--- src/rtl/vip_frame_difference.sv ---
// Frame-difference motion detector.
// Each accepted gray pixel is compared with the co-located pixel of the previous frame,
// which is held in an external buffer. Pixels whose absolute difference exceeds
// DIFF_THRESHOLD are marked as motion, and a bounding box around them is reported once
// per frame.
//
// Handshake: a pixel is accepted when per_frame_vsync, per_frame_href and per_frame_clken
// are all high. mem_rd_en and mem_rd_addr are combinational in the acceptance cycle, and
// mem_rd_data is expected exactly one cycle later. mem_wr_en is a one-cycle write strobe
// with no back-pressure.
module vip_frame_difference #(
  parameter int IMG_HDISP      = 640,
  parameter int IMG_VDISP      = 480,
  parameter int DIFF_THRESHOLD = 30
) (
  input  logic        clk,
  input  logic        rst_n,
  input  logic        per_frame_vsync,
  input  logic        per_frame_href,
  input  logic        per_frame_clken,
  input  logic [7:0]  per_img_Gray,
  output logic        mem_rd_en,
  output logic [18:0] mem_rd_addr,
  input  logic [7:0]  mem_rd_data,
  output logic        mem_wr_en,
  output logic [18:0] mem_wr_addr,
  output logic [7:0]  mem_wr_data,
  output logic        post_frame_vsync,
  output logic        post_frame_href,
  output logic        post_frame_clken,
  output logic [23:0] post_img_Bin,
  output logic        box_valid,
  output logic        box_hit,
  output logic [9:0]  box_xmin,
  output logic [9:0]  box_xmax,
  output logic [9:0]  box_ymin,
  output logic [9:0]  box_ymax
);

  localparam logic [18:0] PIX_TOTAL = 19'(IMG_HDISP * IMG_VDISP);
  localparam logic [8:0]  THRESH    = 9'(DIFF_THRESHOLD);

  typedef enum logic [1:0] {IDLE = 2'd0, FIRST = 2'd1, RUN = 2'd2} state_t;

  state_t      state;
  state_t      frame_state;
  logic        vsync_q, vsync_low_q, href_q;
  logic        vsync_rise, vsync_fall, href_fall;
  logic        accept, in_range, do_read, do_write;
  logic [18:0] addr, cur_addr;
  logic [9:0]  x_cnt, y_cnt, cur_x, cur_y;
  logic        frame_run;
  logic        s1_wr, s1_rd;
  logic [18:0] s1_addr;
  logic [7:0]  s1_pix;
  logic [9:0]  s1_x, s1_y;
  logic        vs_d1, hs_d1, ce_d1;
  logic [8:0]  diff;
  logic        motion, box_copy;
  logic        run_hit;
  logic [9:0]  run_xmin, run_xmax, run_ymin, run_ymax;

  // vsync_low_q clears on reset, so a frame already in progress when reset is released
  // is never mistaken for a new rising edge.
  assign vsync_rise  = per_frame_vsync & vsync_low_q;
  assign vsync_fall  = ~per_frame_vsync & vsync_q;
  assign href_fall   = ~per_frame_href & href_q;
  assign accept      = rst_n & per_frame_vsync & per_frame_href & per_frame_clken;
  // A pixel arriving on the rising-edge cycle already belongs to the new frame.
  assign cur_addr    = vsync_rise ? 19'd0 : addr;
  assign cur_x       = vsync_rise ? 10'd0 : x_cnt;
  assign cur_y       = vsync_rise ? 10'd0 : y_cnt;
  assign in_range    = cur_addr < PIX_TOTAL;
  assign frame_state = (state == IDLE && vsync_rise) ? FIRST : state;
  assign do_write    = accept & in_range & (frame_state != IDLE);
  assign do_read     = accept & in_range & (frame_state == RUN);
  assign mem_rd_en   = do_read;
  assign mem_rd_addr = cur_addr;

  assign diff     = (s1_pix >= mem_rd_data) ? ({1'b0, s1_pix} - {1'b0, mem_rd_data})
                                            : ({1'b0, mem_rd_data} - {1'b0, s1_pix});
  assign motion   = s1_rd & (diff > THRESH);
  // post_frame_vsync is about to fall, and the frame that is ending was a compared frame.
  assign box_copy = post_frame_vsync & ~vs_d1 & frame_run;

  // Frame-state FSM: the first frame after reset only fills the buffer.
  always_ff @(posedge clk) begin
    if (!rst_n) begin
      state <= IDLE;
    end else begin
      case (state)
        IDLE:    if (vsync_rise) state <= FIRST;
        FIRST:   if (vsync_fall) state <= RUN;
        RUN:     state <= RUN;
        default: state <= IDLE;
      endcase
    end
  end

  // Edge detectors, pixel address and x/y position counters.
  always_ff @(posedge clk) begin
    if (!rst_n) begin
      vsync_q     <= 1'b0;
      vsync_low_q <= 1'b0;
      href_q      <= 1'b0;
      addr        <= '0;
      x_cnt       <= '0;
      y_cnt       <= '0;
      frame_run   <= 1'b0;
    end else begin
      vsync_q     <= per_frame_vsync;
      vsync_low_q <= ~per_frame_vsync;
      href_q      <= per_frame_href;
      if (accept)          addr <= in_range ? cur_addr + 19'd1 : cur_addr;
      else if (vsync_rise) addr <= '0;
      if (accept)                      x_cnt <= cur_x + 10'd1;
      else if (href_fall || vsync_rise) x_cnt <= '0;
      if (vsync_rise)     y_cnt <= '0;
      else if (href_fall) y_cnt <= y_cnt + 10'd1;
      if (vsync_rise) frame_run <= (state == RUN);
    end
  end

  // Stage 1 (write-back) and stage 2 (compare) pipeline with the matching sync delays.
  always_ff @(posedge clk) begin
    if (!rst_n) begin
      s1_wr            <= 1'b0;
      s1_rd            <= 1'b0;
      s1_addr          <= '0;
      s1_pix           <= '0;
      s1_x             <= '0;
      s1_y             <= '0;
      vs_d1            <= 1'b0;
      hs_d1            <= 1'b0;
      ce_d1            <= 1'b0;
      post_frame_vsync <= 1'b0;
      post_frame_href  <= 1'b0;
      post_frame_clken <= 1'b0;
      post_img_Bin     <= '0;
      mem_wr_en        <= 1'b0;
      mem_wr_addr      <= '0;
      mem_wr_data      <= '0;
    end else begin
      s1_wr            <= do_write;
      s1_rd            <= do_read;
      s1_addr          <= cur_addr;
      s1_pix           <= per_img_Gray;
      s1_x             <= cur_x;
      s1_y             <= cur_y;
      vs_d1            <= per_frame_vsync;
      hs_d1            <= per_frame_href;
      ce_d1            <= per_frame_clken;
      post_frame_vsync <= vs_d1;
      post_frame_href  <= hs_d1;
      post_frame_clken <= ce_d1;
      post_img_Bin     <= motion ? 24'hFFFFFF : 24'h000000;
      mem_wr_en        <= do_write;
      mem_wr_addr      <= cur_addr;
      mem_wr_data      <= per_img_Gray;
    end
  end

  // Running bounding box over the motion pixels of a compared frame.
  always_ff @(posedge clk) begin
    if (!rst_n || vsync_rise) begin
      run_hit  <= 1'b0;
      run_xmin <= 10'd1023;
      run_xmax <= 10'd0;
      run_ymin <= 10'd1023;
      run_ymax <= 10'd0;
    end else if (motion) begin
      run_hit <= 1'b1;
      if (s1_x < run_xmin) run_xmin <= s1_x;
      if (s1_x > run_xmax) run_xmax <= s1_x;
      if (s1_y < run_ymin) run_ymin <= s1_y;
      if (s1_y > run_ymax) run_ymax <= s1_y;
    end
  end

  // Publish the box once per compared frame and hold it until the next frame.
  always_ff @(posedge clk) begin
    if (!rst_n) begin
      box_valid <= 1'b0;
      box_hit   <= 1'b0;
      box_xmin  <= 10'd1023;
      box_xmax  <= 10'd0;
      box_ymin  <= 10'd1023;
      box_ymax  <= 10'd0;
    end else begin
      box_valid <= box_copy;
      if (box_copy) begin
        box_hit  <= run_hit;
        box_xmin <= run_xmin;
        box_xmax <= run_xmax;
        box_ymin <= run_ymin;
        box_ymax <= run_ymax;
      end
    end
  end

endmodule

--- config.mk ---
export PLATFORM = sky130hd
export DESIGN_NAME = vip_frame_difference
export DESIGN_NICKNAME = d
export VERILOG_FILES = /design/src/rtl/vip_frame_difference.sv
export SDC_FILE = /design/constraint.sdc
export NUM_CORES = 1
export LEC_CHECK = 0
export ABC_CLOCK_PERIOD_IN_PS = 5200
export BUFFER_PORTS_ARGS = -buffer_cell sky130_fd_sc_hd__buf_2
export CORE_MARGIN = 4
export CORE_UTILIZATION = 45
export CTS_BUF_LIST = sky130_fd_sc_hd__clkbuf_4 sky130_fd_sc_hd__clkbuf_8
export DETAILED_ROUTE_END_ITERATION = 12
export MAX_ROUTING_LAYER = met4
export PLACE_DENSITY = 0.71
export SETUP_SLACK_MARGIN = 0.2
export SLEW_MARGIN = 30
export SYNTH_ARGS = -nofsm -noshare
export SYNTH_HDL_FRONTEND = slang
export SYNTH_SLANG_ARGS = --single-unit
--- constraint.sdc ---
create_clock -name clk -period 5.2 [get_ports clk]
set_clock_uncertainty 0.1 [all_clocks]
set_input_delay 1.04 -clock clk [delete_from_list [all_inputs] [get_ports clk]]
set_output_delay 1.04 -clock clk [all_outputs]
set_load 0.02 [all_outputs]
==> out/metrics.yaml, run 1 <==
outcome:
  run_status: "finished clean"
cells_and_area:
  n_fill_cell: 1743
  final_common_cell: "dfxtp_1"
  final_cell_mix: "dfxtp_1, buf_2, nand2_1"
  area_delta_synth_final_pct: 12.4
  drive_gt1_frac: 0.174
  finalNonFillerCells: 1338
  layout.nets: 1150
  multi_input_area_um2: 4400
  regArea_um2: 3640
clock_tree:
  clock_sinks: 182
  cts_buffers: 17
  cts_setup_buffers: 0
  root_buffer: "clkbuf_8"
  cts_htree_levels: 4
  cts_resized: 0
  holdBufCountCts: 0
  cts_buffer_depth: 2
  cts_tree: "done"
  path_clk_slew_ns: 0.09
  clkLatencyLatePin_ns: 0.48
sta:
  hold_viol: 0
  max_slew_margin: 0.413
  fin_crit_ns: 4.04
  worstMarginPinSlew_ns: 0.880
  rsz0062_at_grt: "false"
  fin_crit_sh: 0.777
  slew_violations: 0
  finalSetupTns_ns: 0
  setup_viol: 0
  timing.fmax_mhz: 247
grt:
  grt_pass1_vias: 6405
  grt_overflow: 0
  grt_pass1_wl_um: 31200
  grt_max_degree: 89
  grt_usage: 0.178
  antenna_found_initial: 1
power:
  peakVddDrop_uv: 149
  power_density_nw_per_um2: 272
  power_switching_mw: 0.718
  seq_power_share: 0.533
  p_sw_frac: 0.270
  p_comb_frac: 0.093
  internal_power_mw: 1.95
  p_leak_nw: 4.63
  pwr-share-clk: 0.375
route:
  first_iter_violations: 314
  detail_route.wl_per_cell_um: 14.2
  routed_via_density: 5.11
  first_pass_iters: 4
  drtAntennaViolNets: 0
  dr_total_vias: 6834
  drc: 0
  wirelength_um: 19000
die:
  row_count: 50
  io_pins: 138
  start_util: 0.462
  die_x_um: 147
  die_h_um: 147
  die_area_um2: 21600
  core-area_um2: 18800
synth:
  yosysSeqAreaShare: 0.419
  synth_edf_count: 0
  netlist_area_um2: 8700
  ys_ff_latch: 182
  netlist.area_leader.share: 0.419
  async_reset_ff_frac: 0
  yosysUniqueCellTypes: 61
  synthTopCellsByArea: "dfxtp_1, ha_1, nand2_1"
  yosys.area.top_type: "dfxtp_1"
  syn_inst: 979
  ys_warn_count: 0
  post_synth.cell_area_avg_um2: 8.88
  syn_nets: 1064
  ys.flop_type: "dfxtp_1"
hold_path:
  hold_class: "reg -> reg"
critical_path:
  cp.required_ns: 4.06
  start_kind: "input pin"
  r2r_slack_ns: 1.65
  crit_type: "in -> out"
  path_common_cell: "and2_1"
  cp-end-kind: "output pin"
  crit_chain: "buf_4 > and2_1 > nand3_1 > a21oi_1 > and2_1 > buf_2"
  cpPeakStageDelay_ns: 0.58
  crit_arrival_ns: 2.90
  cpMaxStageDelayCell: "a21oi_1"
  crit_path_max_fanout: 40
placed_design:
  dpl.hpwl_um: 13400
  dp_cells: 1306
  gp_congestion: 0.878
  port_buffers: 137
job:
  cap_violations: 0
## cell type report
| type | instances | area share |
|---|---|---|
| multi-input combinational | 654 | 0.450 |
| tap | 260 | 0.0333 |
| inverter | 65 | 0.0250 |
| clock inverter | 14 | 0.0184 |
| clock buffer | 17 | 0.0239 |
| timing repair buffer | 145 | 0.0765 |
| sequential | 182 | 0.373 |
| antenna | 1 | 0.000256 |
## state kept, by name (all words and copies together) (netlist names), 2 cells and up
register     flops
x_cnt           10
run_xmin        10
run_ymax        10
box_ymin        10
y_cnt           10
run_xmax        10
s1_pix           8
run_ymin        10
mem_wr_addr     19
s1_x            10
state            2
box_xmax        10
s1_y            10
addr            19
box_xmin        10
box_ymax        10
## power groups by stage
stage	Clock (mW)	Combinational, mW	Sequential [mW]
2_1_floorplan	0	0.190	1.46
3_3_place_gp	0	0.242	1.45
3_5_place_dp	0	0.246	1.45
4_1_cts	1.03	0.247	1.42
5_1_grt	1.09	0.276	1.42
6_report	0.999	0.247	1.42
## stage by stage
| stage | power, mW | utilization | worst slack [ns] | instance area, um2 | hold WS [ns] |
|---|---|---|---|---|---|
| after CTS | 2.70 | 0.519 | 1.11 | 9770 | 0.353 |
| after global placement | 1.69 | 0.497 | 0.964 | 9360 | 0.328 |
| after detailed placement | 1.70 | 0.497 | 0.890 | 9360 | 0.331 |
| final | 2.66 | 0.519 | 1.16 | 9780 | 0.347 |
| after floorplan | 1.65 | - | 1.49 | 8700 | 0.312 |
| after global routing | 2.79 | 0.519 | 0.941 | 9780 | 0.358 |
## metal layers
metal | up-vias | share of wire | global-route usage
met5 | - | 0 | -
met4 | 0 | 0.020 | 0.0662
li1 | 3517 | - | -
met1 | 3169 | 0.49 | 0.238
met3 | 27 | 0.041 | 0.0376
met2 | 121 | 0.45 | 0.267
## final timing paths
kind                            startpoint                to  cells after the start
worst min register to register       ce_d1  post_frame_clken                      1
worst max register to register   s1_pix[0]       run_ymax[9]                     12
worst max-delay path                 rst_n         mem_rd_en                      6
worst min-delay path                 ce_d1  post_frame_clken                      1
## Yosys cell counts (13+ instances only)
master	count
nand4_1	13
a21o_1	13
clkbuf_1	40
nor2b_1	19
and3_1	47
o211ai_1	23
xnor2_1	18
a21oi_1	52
dfxtp_1	182
a31oi_1	23
nand2_1	94
inv_1	65
o21ai_0	15
o21ai_1	19
a21boi_0	27
xor2_1	14
nand3_1	50
a21bo_1	20
and2_1	48
ha_1	62
nor2_1	32
buf_4	23
## kinds of logic after synthesis
kind of cell,share of synthesized area
adders and majority gates,0.0938
muxes,0.00360
xor gates and xnor gates,0.0322
DFF,0.419
buffers and inverters,0.0754
AOI/OAI and AO/OA,0.180
and+or+nand+nor,0.196
## worst max-delay path: cells and delay by family
family          cells  cell delay (ns)
compound gates      1             0.58
simple gates        3             0.78
buf+inv             2             0.49
(Power assumes the default switching activity.)
==> run 2: changes to the inputs <==
--- a/config.mk
+++ b/config.mk
@@ -5,7 +5,7 @@
 export SDC_FILE = /design/constraint.sdc
 export NUM_CORES = 1
 export LEC_CHECK = 0
-export ABC_CLOCK_PERIOD_IN_PS = 5200
+export ABC_CLOCK_PERIOD_IN_PS = 4100
 export BUFFER_PORTS_ARGS = -buffer_cell sky130_fd_sc_hd__buf_2
 export CORE_MARGIN = 4
 export CORE_UTILIZATION = 45
==> constraint.sdc (replaced) <==
create_clock -name clk -period 4.1 [get_ports clk]
set_clock_uncertainty 0.1 [all_clocks]
set_input_delay 0.82 -clock clk [delete_from_list [all_inputs] [get_ports clk]]
set_output_delay 0.82 -clock clk [all_outputs]
set_load 0.02 [all_outputs]
==> run 2 against run 1 <==
  * Worst setup slack got worse by 0.42 ns
  * Non-clock buffer count increased by 8
  * Sequential cell count unchanged
  * Cell area increased by 0.55%
  * Critical path type is now in -> reg
  * Critical endpoint is now run_xmin[2]
  * Largest power group unchanged
==> out/metrics.yaml, run 2 (same netlist as run 1, synthesis figures left out) <==
outcome:
  run_status: "finished clean"
route:
  dr_total_vias: 6874
  wirelength_um: 19000
  first_pass_iters: 7
  routed_via_density: 5.11
  drc: 0
  first_iter_violations: 402
  detail_route.wl_per_cell_um: 14.1
  drtAntennaViolNets: 0
placed_design:
  gp_congestion: 0.864
  dp_cells: 1314
  dpl.hpwl_um: 13700
  placed_cell_area_um2: 9420
  port_buffers: 137
critical_path:
  cp.required_ns: 4.36
  cpPeakStageDelay_ns: 0.41
  crit_path_max_fanout: 12
  cpMaxStageDelayCell: "fa_1"
  cp-end-kind: "flip-flop"
  start_kind: "input pin"
  crit_arrival_ns: 3.62
  crit_type: "in -> reg"
  crit_chain: "buf_2 > ha_1 > inv_1 > fa_1 > a211oi_1 > o21bai_1 > a21oi_1 > xnor2_1 > a2111oi_2 > o32ai_4 > buf_4 > a31oi_1 > a21bo_1"
grt:
  antenna_found_initial: 0
  grt_pass1_vias: 6500
  grt_pass1_wl_um: 31700
  grt_max_degree: 79
  grt_usage: 0.182
  grt_overflow: 0
die:
  row_count: 50
  start_util: 0.462
  core-area_um2: 18800
  io_pins: 138
  die_h_um: 147
  die_area_um2: 21600
  die_x_um: 147
clock_tree:
  holdBufCountCts: 0
  path_clk_slew_ns: 0.10
  cts_resized: 0
  cts_buffer_depth: 2
  cts_buffers: 17
  clock_sinks: 182
  cts_tree: "done"
  cts_setup_buffers: 0
  clkLatencyLatePin_ns: 0.46
  root_buffer: "clkbuf_8"
  cts_htree_levels: 4
sta:
  fin_crit_sh: 0.821
  max_slew_margin: 0.433
  worstMarginPinSlew_ns: 0.847
  fin_crit_ns: 3.36
  setup_viol: 0
  hold_viol: 0
  timing.fmax_mhz: 297
  slew_violations: 0
  finalSetupTns_ns: 0
  rsz0062_at_grt: "false"
cells_and_area:
  final_common_cell: "dfxtp_1"
  final_cell_mix: "dfxtp_1, buf_2, nand2_1"
  reg_top3: "addr: 19 flops, mem_wr_addr: 19 flops"
  layout.nets: 1158
  drive_gt1_frac: 0.180
  diodes: 0
  stdcell_area_um2: 9830
  n_fill_cell: 1759
  area_delta_synth_final_pct: 13.1
  finalNonFillerCells: 1346
hold_path:
  hold_class: "reg -> reg"
power:
  peakVddDrop_uv: 220
  p_leak_nw: 4.66
  power_density_nw_per_um2: 344
  total_power_mw: 3.38
job:
  cap_violations: 0
run 2: cell count changes in the layout (fill, tap and decap cells not counted), sizes merged:
cell / change
inv: -1
buf: +8
clkinv: -1
clkbuf: +1
diode: -1
clkinvlp: +2
run 2: area by class of cell:
type	instances	area (um2)	area share
clock inverters	14	163	0.0165
repair buffers	153	808	0.0822
inverters	65	244	0.0248
clock buffers	18	248	0.0252
flip-flops and latches	182	3640	0.371
well taps	260	325	0.0331
multi-input cells	654	4400	0.448
run 2: where the power goes:
part | internal (mW) | switching [mW]
logic | 0.122 | 0.197
registers | 1.79 | 0.0135
clock network | 0.575 | 0.688
run 2: final timing paths:
kind / cells after the start / start / slack [ns] / to
setup / recovery: 13 / mem_rd_data[0] / 0.74 / run_xmin[2]
hold / removal: 1 / ce_d1 / 0.32 / post_frame_clken
setup reg to reg: 13 / s1_pix[0] / 0.80 / run_xmin[2]
hold reg to reg: 1 / ce_d1 / 0.32 / post_frame_clken
run 2: routing by layer:
metal  GRT usage  wire, um
met5           -         0
met4      0.0429       191
met3      0.0410       859
met2       0.289      8660
met1       0.237      9330
run 2: through the flow:
| step | setup WS (ns) | hold slack [ns] | util |
|---|---|---|---|
| CTS | 0.749 | 0.330 | 0.522 |
| finish | 0.735 | 0.324 | 0.522 |
| global placement | 0.307 | 0.323 | 0.500 |
| detailed placement | 0.235 | 0.320 | 0.500 |
| floorplan | 0.611 | 0.312 | - |
| global route | 0.502 | 0.381 | 0.522 |
run 2: critical path, delay by kind of cell:
family,cells,cell delay [ns]
fa+ha+maj,2,0.59
buf+inv,3,0.40
compound gates,7,1.72
xor+xnor,1,0.10
